[src/rtl/branch_resolve_unit.sv]
// Execute-stage branch resolution: latches the predicted branch or jalr leaving ID, recomputes the
// real outcome from the forwarded EX operands, and on a mispredict raises a one-cycle flush with rollback PC.
module branch_resolve_unit #(
    parameter int WIDTH = 32,
    parameter int CNT_W = 32
) (
    input  logic             clk,
    input  logic             rst_n,
    input  logic             PL_stall,
    input  logic             B_type_id_i,
    input  logic [2:0]       func3_id_i,
    input  logic             jalr_id_i,
    input  logic             jalr_pred_en_id_i,
    input  logic [WIDTH-1:0] jalr_pred_target_id_i,
    input  logic             B_type_result_id_i,
    input  logic [WIDTH-1:0] pc_id_i,
    input  logic [WIDTH-1:0] imme_id_i,
    input  logic [WIDTH-1:0] Rs1_data_ex_i,
    input  logic [WIDTH-1:0] Rs2_data_ex_i,
    output logic             PL_flush,
    output logic [WIDTH-1:0] pc_rollback,
    output logic             B_type_branch_failed,
    output logic             beq_branch_failed,
    output logic             bne_branch_failed,
    output logic             blt_branch_failed,
    output logic             bge_branch_failed,
    output logic             bltu_branch_failed,
    output logic             bgeu_branch_failed,
    output logic [WIDTH-1:0] pc_branch_filled,
    output logic             B_type_result_branch_failed,
    output logic [CNT_W-1:0] branch_cnt,
    output logic [CNT_W-1:0] mispredict_cnt
);

    localparam logic [2:0] F3_BEQ  = 3'b000;
    localparam logic [2:0] F3_BNE  = 3'b001;
    localparam logic [2:0] F3_BLT  = 3'b100;
    localparam logic [2:0] F3_BGE  = 3'b101;
    localparam logic [2:0] F3_BLTU = 3'b110;
    localparam logic [2:0] F3_BGEU = 3'b111;

    localparam logic [WIDTH-1:0] PC_STEP   = {{(WIDTH-3){1'b0}}, 3'd4};
    localparam logic [WIDTH-1:0] LSB_CLEAR = {{(WIDTH-1){1'b1}}, 1'b0};
    localparam logic [CNT_W-1:0] CNT_ONE   = {{(CNT_W-1){1'b0}}, 1'b1};
    localparam logic [CNT_W-1:0] CNT_MAX   = {CNT_W{1'b1}};

    typedef enum logic {
        S_IDLE  = 1'b0,
        S_FLUSH = 1'b1
    } state_t;

    function automatic logic f3_defined(input logic [2:0] f3);
        logic ok;
        case (f3)
            F3_BEQ, F3_BNE, F3_BLT, F3_BGE, F3_BLTU, F3_BGEU: ok = 1'b1;
            default:                                         ok = 1'b0;
        endcase
        return ok;
    endfunction

    function automatic logic branch_taken(input logic [2:0] f3,
                                          input logic [WIDTH-1:0] a,
                                          input logic [WIDTH-1:0] b);
        logic tk;
        case (f3)
            F3_BEQ:  tk = (a == b);
            F3_BNE:  tk = (a != b);
            F3_BLT:  tk = ($signed(a) <  $signed(b));
            F3_BGE:  tk = ($signed(a) >= $signed(b));
            F3_BLTU: tk = (a <  b);
            F3_BGEU: tk = (a >= b);
            default: tk = 1'b0;
        endcase
        return tk;
    endfunction

    // One-hot order: beq, bne, blt, bge, bltu, bgeu (MSB first)
    function automatic logic [5:0] kind_onehot(input logic [2:0] f3);
        logic [5:0] oh;
        case (f3)
            F3_BEQ:  oh = 6'b100000;
            F3_BNE:  oh = 6'b010000;
            F3_BLT:  oh = 6'b001000;
            F3_BGE:  oh = 6'b000100;
            F3_BLTU: oh = 6'b000010;
            F3_BGEU: oh = 6'b000001;
            default: oh = 6'b000000;
        endcase
        return oh;
    endfunction

    state_t           r_state;
    logic             r_valid;
    logic             r_btype;
    logic [2:0]       r_func3;
    logic             r_jalr;
    logic             r_jalr_pred_en;
    logic [WIDTH-1:0] r_pred_target;
    logic             r_pred_taken;
    logic [WIDTH-1:0] r_pc;
    logic [WIDTH-1:0] r_imme;

    logic             r_flush;
    logic [WIDTH-1:0] r_rollback;
    logic             r_b_failed;
    logic [5:0]       r_kind;
    logic [WIDTH-1:0] r_pc_failed;
    logic             r_result_failed;
    logic [CNT_W-1:0] r_branch_cnt;
    logic [CNT_W-1:0] r_mispredict_cnt;

    logic             w_resolve;
    logic             w_taken;
    logic             w_b_fail;
    logic             w_j_fail;
    logic [WIDTH-1:0] w_b_rollback;
    logic [WIDTH-1:0] w_j_rollback;

    // Resolve the instruction currently in EX against its prediction
    always_comb begin
        w_resolve    = 1'b0;
        w_taken      = 1'b0;
        w_b_fail     = 1'b0;
        w_j_fail     = 1'b0;
        w_b_rollback = r_pc + PC_STEP;
        w_j_rollback = (Rs1_data_ex_i + r_imme) & LSB_CLEAR;
        if ((r_state == S_IDLE) && !PL_stall && r_valid) begin
            w_resolve = 1'b1;
        end else begin
            w_resolve = 1'b0;
        end
        w_taken = branch_taken(r_func3, Rs1_data_ex_i, Rs2_data_ex_i);
        if (w_taken) begin
            w_b_rollback = r_pc + r_imme;
        end else begin
            w_b_rollback = r_pc + PC_STEP;
        end
        if (r_btype) begin
            w_b_fail = f3_defined(r_func3) && (w_taken != r_pred_taken);
        end else if (r_jalr) begin
            w_j_fail = r_jalr_pred_en && (r_pred_target != Rs1_data_ex_i);
        end else begin
            w_b_fail = 1'b0;
            w_j_fail = 1'b0;
        end
    end

    // EX pipeline register: bubble on flush, hold on stall
    always_ff @(posedge clk or negedge rst_n) begin
        if (!rst_n) begin
            r_valid        <= 1'b0;
            r_btype        <= 1'b0;
            r_func3        <= 3'b000;
            r_jalr         <= 1'b0;
            r_jalr_pred_en <= 1'b0;
            r_pred_target  <= {WIDTH{1'b0}};
            r_pred_taken   <= 1'b0;
            r_pc           <= {WIDTH{1'b0}};
            r_imme         <= {WIDTH{1'b0}};
        end else if (r_flush) begin
            r_valid <= 1'b0;
        end else if (!PL_stall) begin
            r_valid        <= 1'b1;
            r_btype        <= B_type_id_i;
            r_func3        <= func3_id_i;
            r_jalr         <= jalr_id_i;
            r_jalr_pred_en <= jalr_pred_en_id_i;
            r_pred_target  <= jalr_pred_target_id_i;
            r_pred_taken   <= B_type_result_id_i;
            r_pc           <= pc_id_i;
            r_imme         <= imme_id_i;
        end
    end

    // Flush FSM with registered strobes, rollback fields and saturating counters
    always_ff @(posedge clk or negedge rst_n) begin
        if (!rst_n) begin
            r_state          <= S_IDLE;
            r_flush          <= 1'b0;
            r_rollback       <= {WIDTH{1'b0}};
            r_b_failed       <= 1'b0;
            r_kind           <= 6'b000000;
            r_pc_failed      <= {WIDTH{1'b0}};
            r_result_failed  <= 1'b0;
            r_branch_cnt     <= {CNT_W{1'b0}};
            r_mispredict_cnt <= {CNT_W{1'b0}};
        end else begin
            case (r_state)
                S_IDLE: begin
                    if (w_resolve) begin
                        if (r_btype && (r_branch_cnt != CNT_MAX)) begin
                            r_branch_cnt <= r_branch_cnt + CNT_ONE;
                        end
                        if ((w_b_fail || w_j_fail) && (r_mispredict_cnt != CNT_MAX)) begin
                            r_mispredict_cnt <= r_mispredict_cnt + CNT_ONE;
                        end
                        if (w_b_fail) begin
                            r_state         <= S_FLUSH;
                            r_flush         <= 1'b1;
                            r_rollback      <= w_b_rollback;
                            r_b_failed      <= 1'b1;
                            r_kind          <= kind_onehot(r_func3);
                            r_pc_failed     <= r_pc;
                            r_result_failed <= w_taken;
                        end else if (w_j_fail) begin
                            r_state         <= S_FLUSH;
                            r_flush         <= 1'b1;
                            r_rollback      <= w_j_rollback;
                            r_b_failed      <= 1'b0;
                            r_result_failed <= 1'b0;
                        end
                    end
                end
                // The EX slot holds a wrong-path instruction; leave it unresolved
                S_FLUSH: begin
                    r_state         <= S_IDLE;
                    r_flush         <= 1'b0;
                    r_b_failed      <= 1'b0;
                    r_result_failed <= 1'b0;
                end
                default: begin
                    r_state         <= S_IDLE;
                    r_flush         <= 1'b0;
                    r_b_failed      <= 1'b0;
                    r_result_failed <= 1'b0;
                end
            endcase
        end
    end

    assign PL_flush                    = r_flush;
    assign pc_rollback                 = r_rollback;
    assign B_type_branch_failed        = r_b_failed;
    assign beq_branch_failed           = r_kind[5];
    assign bne_branch_failed           = r_kind[4];
    assign blt_branch_failed           = r_kind[3];
    assign bge_branch_failed           = r_kind[2];
    assign bltu_branch_failed          = r_kind[1];
    assign bgeu_branch_failed          = r_kind[0];
    assign pc_branch_filled            = r_pc_failed;
    assign B_type_result_branch_failed = r_result_failed;
    assign branch_cnt                  = r_branch_cnt;
    assign mispredict_cnt              = r_mispredict_cnt;

endmodule

[config.mk]
export PLATFORM = sky130hd
export DESIGN_NAME = branch_resolve_unit
export DESIGN_NICKNAME = d
export VERILOG_FILES = /design/src/rtl/branch_resolve_unit.sv
export SDC_FILE = /design/constraint.sdc
export NUM_CORES = 1
export LEC_CHECK = 0
export BUFFER_PORTS_ARGS = -buffer_cell sky130_fd_sc_hd__clkbuf_2
export CORE_MARGIN = 2
export CORE_UTILIZATION = 45
export CTS_CLUSTER_SIZE = 24
export DETAILED_ROUTE_END_ITERATION = 7
export PLACE_DENSITY_LB_ADDON = 0.25
export SLEW_MARGIN = 15
export SYNTH_ARGS = -nofsm -noshare
export SYNTH_HDL_FRONTEND = slang
export SYNTH_SLANG_ARGS = --single-unit
[constraint.sdc]
create_clock -name clk -period 4.61 [get_ports clk]
set_clock_uncertainty 0.2 [all_clocks]
set_input_delay 0 -clock clk [delete_from_list [all_inputs] [get_ports clk]]
set_output_delay 0 -clock clk [all_outputs]
set_load 0.01 [all_outputs]
==> impl_results.md <==
- GRT overflow: 0
- Static Leak: between 9 and 10 nW
- Number of flops mapped to enable cells by yosys: 0
- Total number of vias: between 10k and 15k
- Hold wc startpoint: func3_id_i[0]
- Area Overhead vs Synth: 31.2%
- Detailed Route WL: ~47 mm
- Flops & latches, synth: about 240
- Initial DRC Count: between 800 and 900
- Slew at the pin closest to its max-slew limit: approximately 0.94 ns
- Ys flop type: dfrtp_1
- Setup violators final: 0
- CP Max Fanout: 4
- WS Path Type: reg2reg
- Yosys top cell area share: about 40%
- Total Neg Setup Slack: 0 ns
- Ys Warns: 0
- Setup repair bufs after CTS: 0
- Synth area leaders: dfrtp_1 (40%), mux2_2 (8.1%), ha_1 (8.0%)
- Num rows: 66
- Clock transition at path regs: roughly 0.060 ns
- Starting Density: between 40% and 50%
- Initial antenna violation count: 0
- Final non-filler cell total: ~2.5k
- Worst-path cell chain: ha_1 > inv_1 > fa_1 > nand2b_1 > a21oi_1 > o21ai_0 > o21ai_0 > a21oi_1 > o311a_1 > o311ai_0 > a21oi_1 > o32ai_1 > mux2_2
- Syn_nets: 1826
- Reg2reg start: r_imme[0]
- Die area: roughly 0.035 sq mm
- Hold crit path type: in2reg
- Pwr/cell area: just under 700 mW/mm^2
- Period utilization: between 80% and 90%
- First-pass GRT wire length: approximately 75 mm
- Number of global-route vias before repair: about 14k
- Max Fclk: around 260 MHz
- Fin. Hold Viols: 0
- Fin nets: roughly 2.3k
- Crit end category: flop
- Io pins: 307
- Diodes inserted: 0
- Status: complete, no violations
- Avg Inst Size Synth: approximately 9.6 sq um
- Overall power: 13.5 mW
- CTS Buf Count: 29
- Largest net degree at the start of global routing: 110
- Bufs on Longest Clock Path: 3
- Dpl hpwl: between 30 and 40 mm
- Post-route ant nets: 0
- Max cap viols: 0
- Final instance area: roughly 0.020 sq mm
- CP arrival: ~4.2 ns
- Max_slew headroom: between 30% and 40%
- Startpoint types: flop
- Fill count: 2804
- CTS Sinks: approximately 240
- Die Y: ~190 microns
- Layout cells sized above 1: about a quarter
- Max H-tree Level: 1
- Die Width: ~190 microns
- Placed insts: about 2.3k
- Critical Path Start: r_imme[0]
- Mapped Area: 0.0150 sq mm
- Clk Latency, worst-skew pair: 0.56 ns
- GP Congestion: roughly 0.90
- Crit path time final: approximately 3.9 ns
- Register area share after synthesis: around two fifths
- Worst VDD drop: 0.433 mV
- Gate Count Post-Synth: 1558
- Clock Tree Root: clkbuf_16
- CTS tree: done
- CP required: between 4 and 5 ns
- Cell taking the most area after synthesis: dfrtp_1
- Netlist cell types: between 70 and 80
- Vias per inst: about 5.5
- Worst path slowest cell: o21ai_0
- Post-route DRC: 0
- Drt wl/cell: roughly 19 microns
- Placed Instance Area: about 0.017 sq mm
- CP max stage delay: roughly 0.46 ns
- Total GRT Usage: 26.9%
- Core ar.: 0.0326 sq mm
- Top cell by count, worst path: a21oi_1
- Number of I/O port buffers: just over 300
- RSZ-0062 raised after global routing: no
- Max-slew violation count: 0
- First-pass DRT Iterations: 5
- Asr flop ratio synth: between 90% and 100%
-- path summary, 6_finish.rpt --
kind                            slack, ns                  end  cells after the start
worst max-delay path                 0.70      pc_rollback[30]                     13
worst min-delay path                 0.02           r_func3[0]                      4
worst max register to register       0.70      pc_rollback[30]                     13
worst min register to register       0.27  pc_branch_filled[0]                      2
max in group asynchronous            3.27              r_pc[6]                      4
min in group asynchronous            0.43        branch_cnt[2]                      4
-- state kept, by name, indices dropped and copies added (netlist names) --
signal / cells
r_jalr_pred_en: 1
r_jalr: 1
branch_cnt: 32
r_state: 1
PL_flush: 1
r_pc: 32
r_pred_taken: 1
r_func3: 3
pc_branch_filled: 32
r_btype: 1
mispredict_cnt: 32
B_type_branch_failed: 1
B_type_result_branch_failed: 1
pc_rollback: 32
r_kind: 6
r_pred_target: 32
r_imme: 32
r_valid: 1
-- placed cells by master, fill, tap and decap left out, types with 13 or more instances in the layout --
master and instances:
a211oi_1 22, a21o_1 27, a21oi_1 103, a31oi_1 13
and2_1 15, and3_1 22, buf_4 17, clkbuf_16 29
clkbuf_2 305, dfrtp_1 242, dlygate4sd3_1 155, ha_1 96
inv_1 70, mux2_2 107, nand2_1 200, nand3_1 48
nand4_1 38, nor2_1 89, nor3_1 20, o211ai_1 20
o21a_1 17, o21ai_0 46, xnor2_1 94, xor2_1 74
-- cell type report --
cell class / count / area [sq um] / share of cell area (%)
flip-flops and latches: 242 / 6060 / 30.9
repair buffers: 481 / 3290 / 16.8
well taps: 442 / 553 / 2.82
clock buffers: 41 / 851 / 4.34
clock inverters: 11 / 174 / 0.886
multi-input cells: 1193 / 8440 / 43.0
inverters: 70 / 263 / 1.34
-- kinds of logic (layout without fill, tap and decap cells) --
logic type | Yosys count | in the layout | synth area share [%]
AND/OR/NAND/NOR | 494 | 494 | 15.7
AO/OA/AOI/OAI | 320 | 320 | 14.1
flip-flops | 242 | 242 | 40.5
XOR/XNOR | 168 | 168 | 9.83
buffers and inverters | 123 | 603 | 3.21
multiplexers | 113 | 113 | 8.45
adder cells (fa/ha/maj) | 98 | 98 | 8.30
-- synthesized netlist by cell type (all sizes together), types with 14 or more instances --
| cell | number |
|---|---|
| ha | 96 |
| and2 | 15 |
| o211ai | 20 |
| o21ai | 48 |
| xnor2 | 94 |
| dfrtp | 242 |
| nand4 | 39 |
| o21a | 17 |
| xor2 | 74 |
| nand3 | 48 |
| clkbuf | 34 |
| a21oi | 103 |
| inv | 70 |
| nand2 | 201 |
| nor3 | 21 |
| nor2 | 91 |
| and3 | 22 |
| a211oi | 22 |
| buf | 19 |
| a21o | 27 |
| nor4 | 14 |
| mux2 | 107 |
-- critical path, delay by kind of cell (launching register included) --
kind	cells	cell delay, ns
AOI/OAI and AO/OA	8	2.20
and+or+nand+nor	1	0.18
muxes	1	0.19
buffers and inverters	1	0.07
DFF	1	0.39
adders and majority gates	2	0.63
-- through the flow --
step	worst slack [ns]	hold slack, ns	utilization (%)
3_5_place_dp	0.701	-0.0672	52.2
2_1_floorplan	1.27	-0.496	-
4_1_cts	0.687	0.000330	60.2
3_3_place_gp	0.836	-0.0723	52.2
5_1_grt	0.371	0.0193	60.2
6_report	0.695	0.0153	60.2
-- routing by layer --
metal	share of wire (%)	global-route usage, %
met5	0	0
met4	4.8	11.8
met3	6.8	4.78
met2	47	45.1
met1	41	34.1
-- repair_timing --
item                       in CTS  in global routing
hold buffers                  156                  0
setup endpoints to repair       0                  0
gates resized for setup         0                  0
hold endpoints to repair      273                  0
-- power breakdown --
part	switching, mW	total [mW]	internal (mW)
registers	0.896	3.82	2.92
logic	4.06	7.22	3.16
clock network	0.937	2.44	1.50
(Power assumes the default switching activity.)
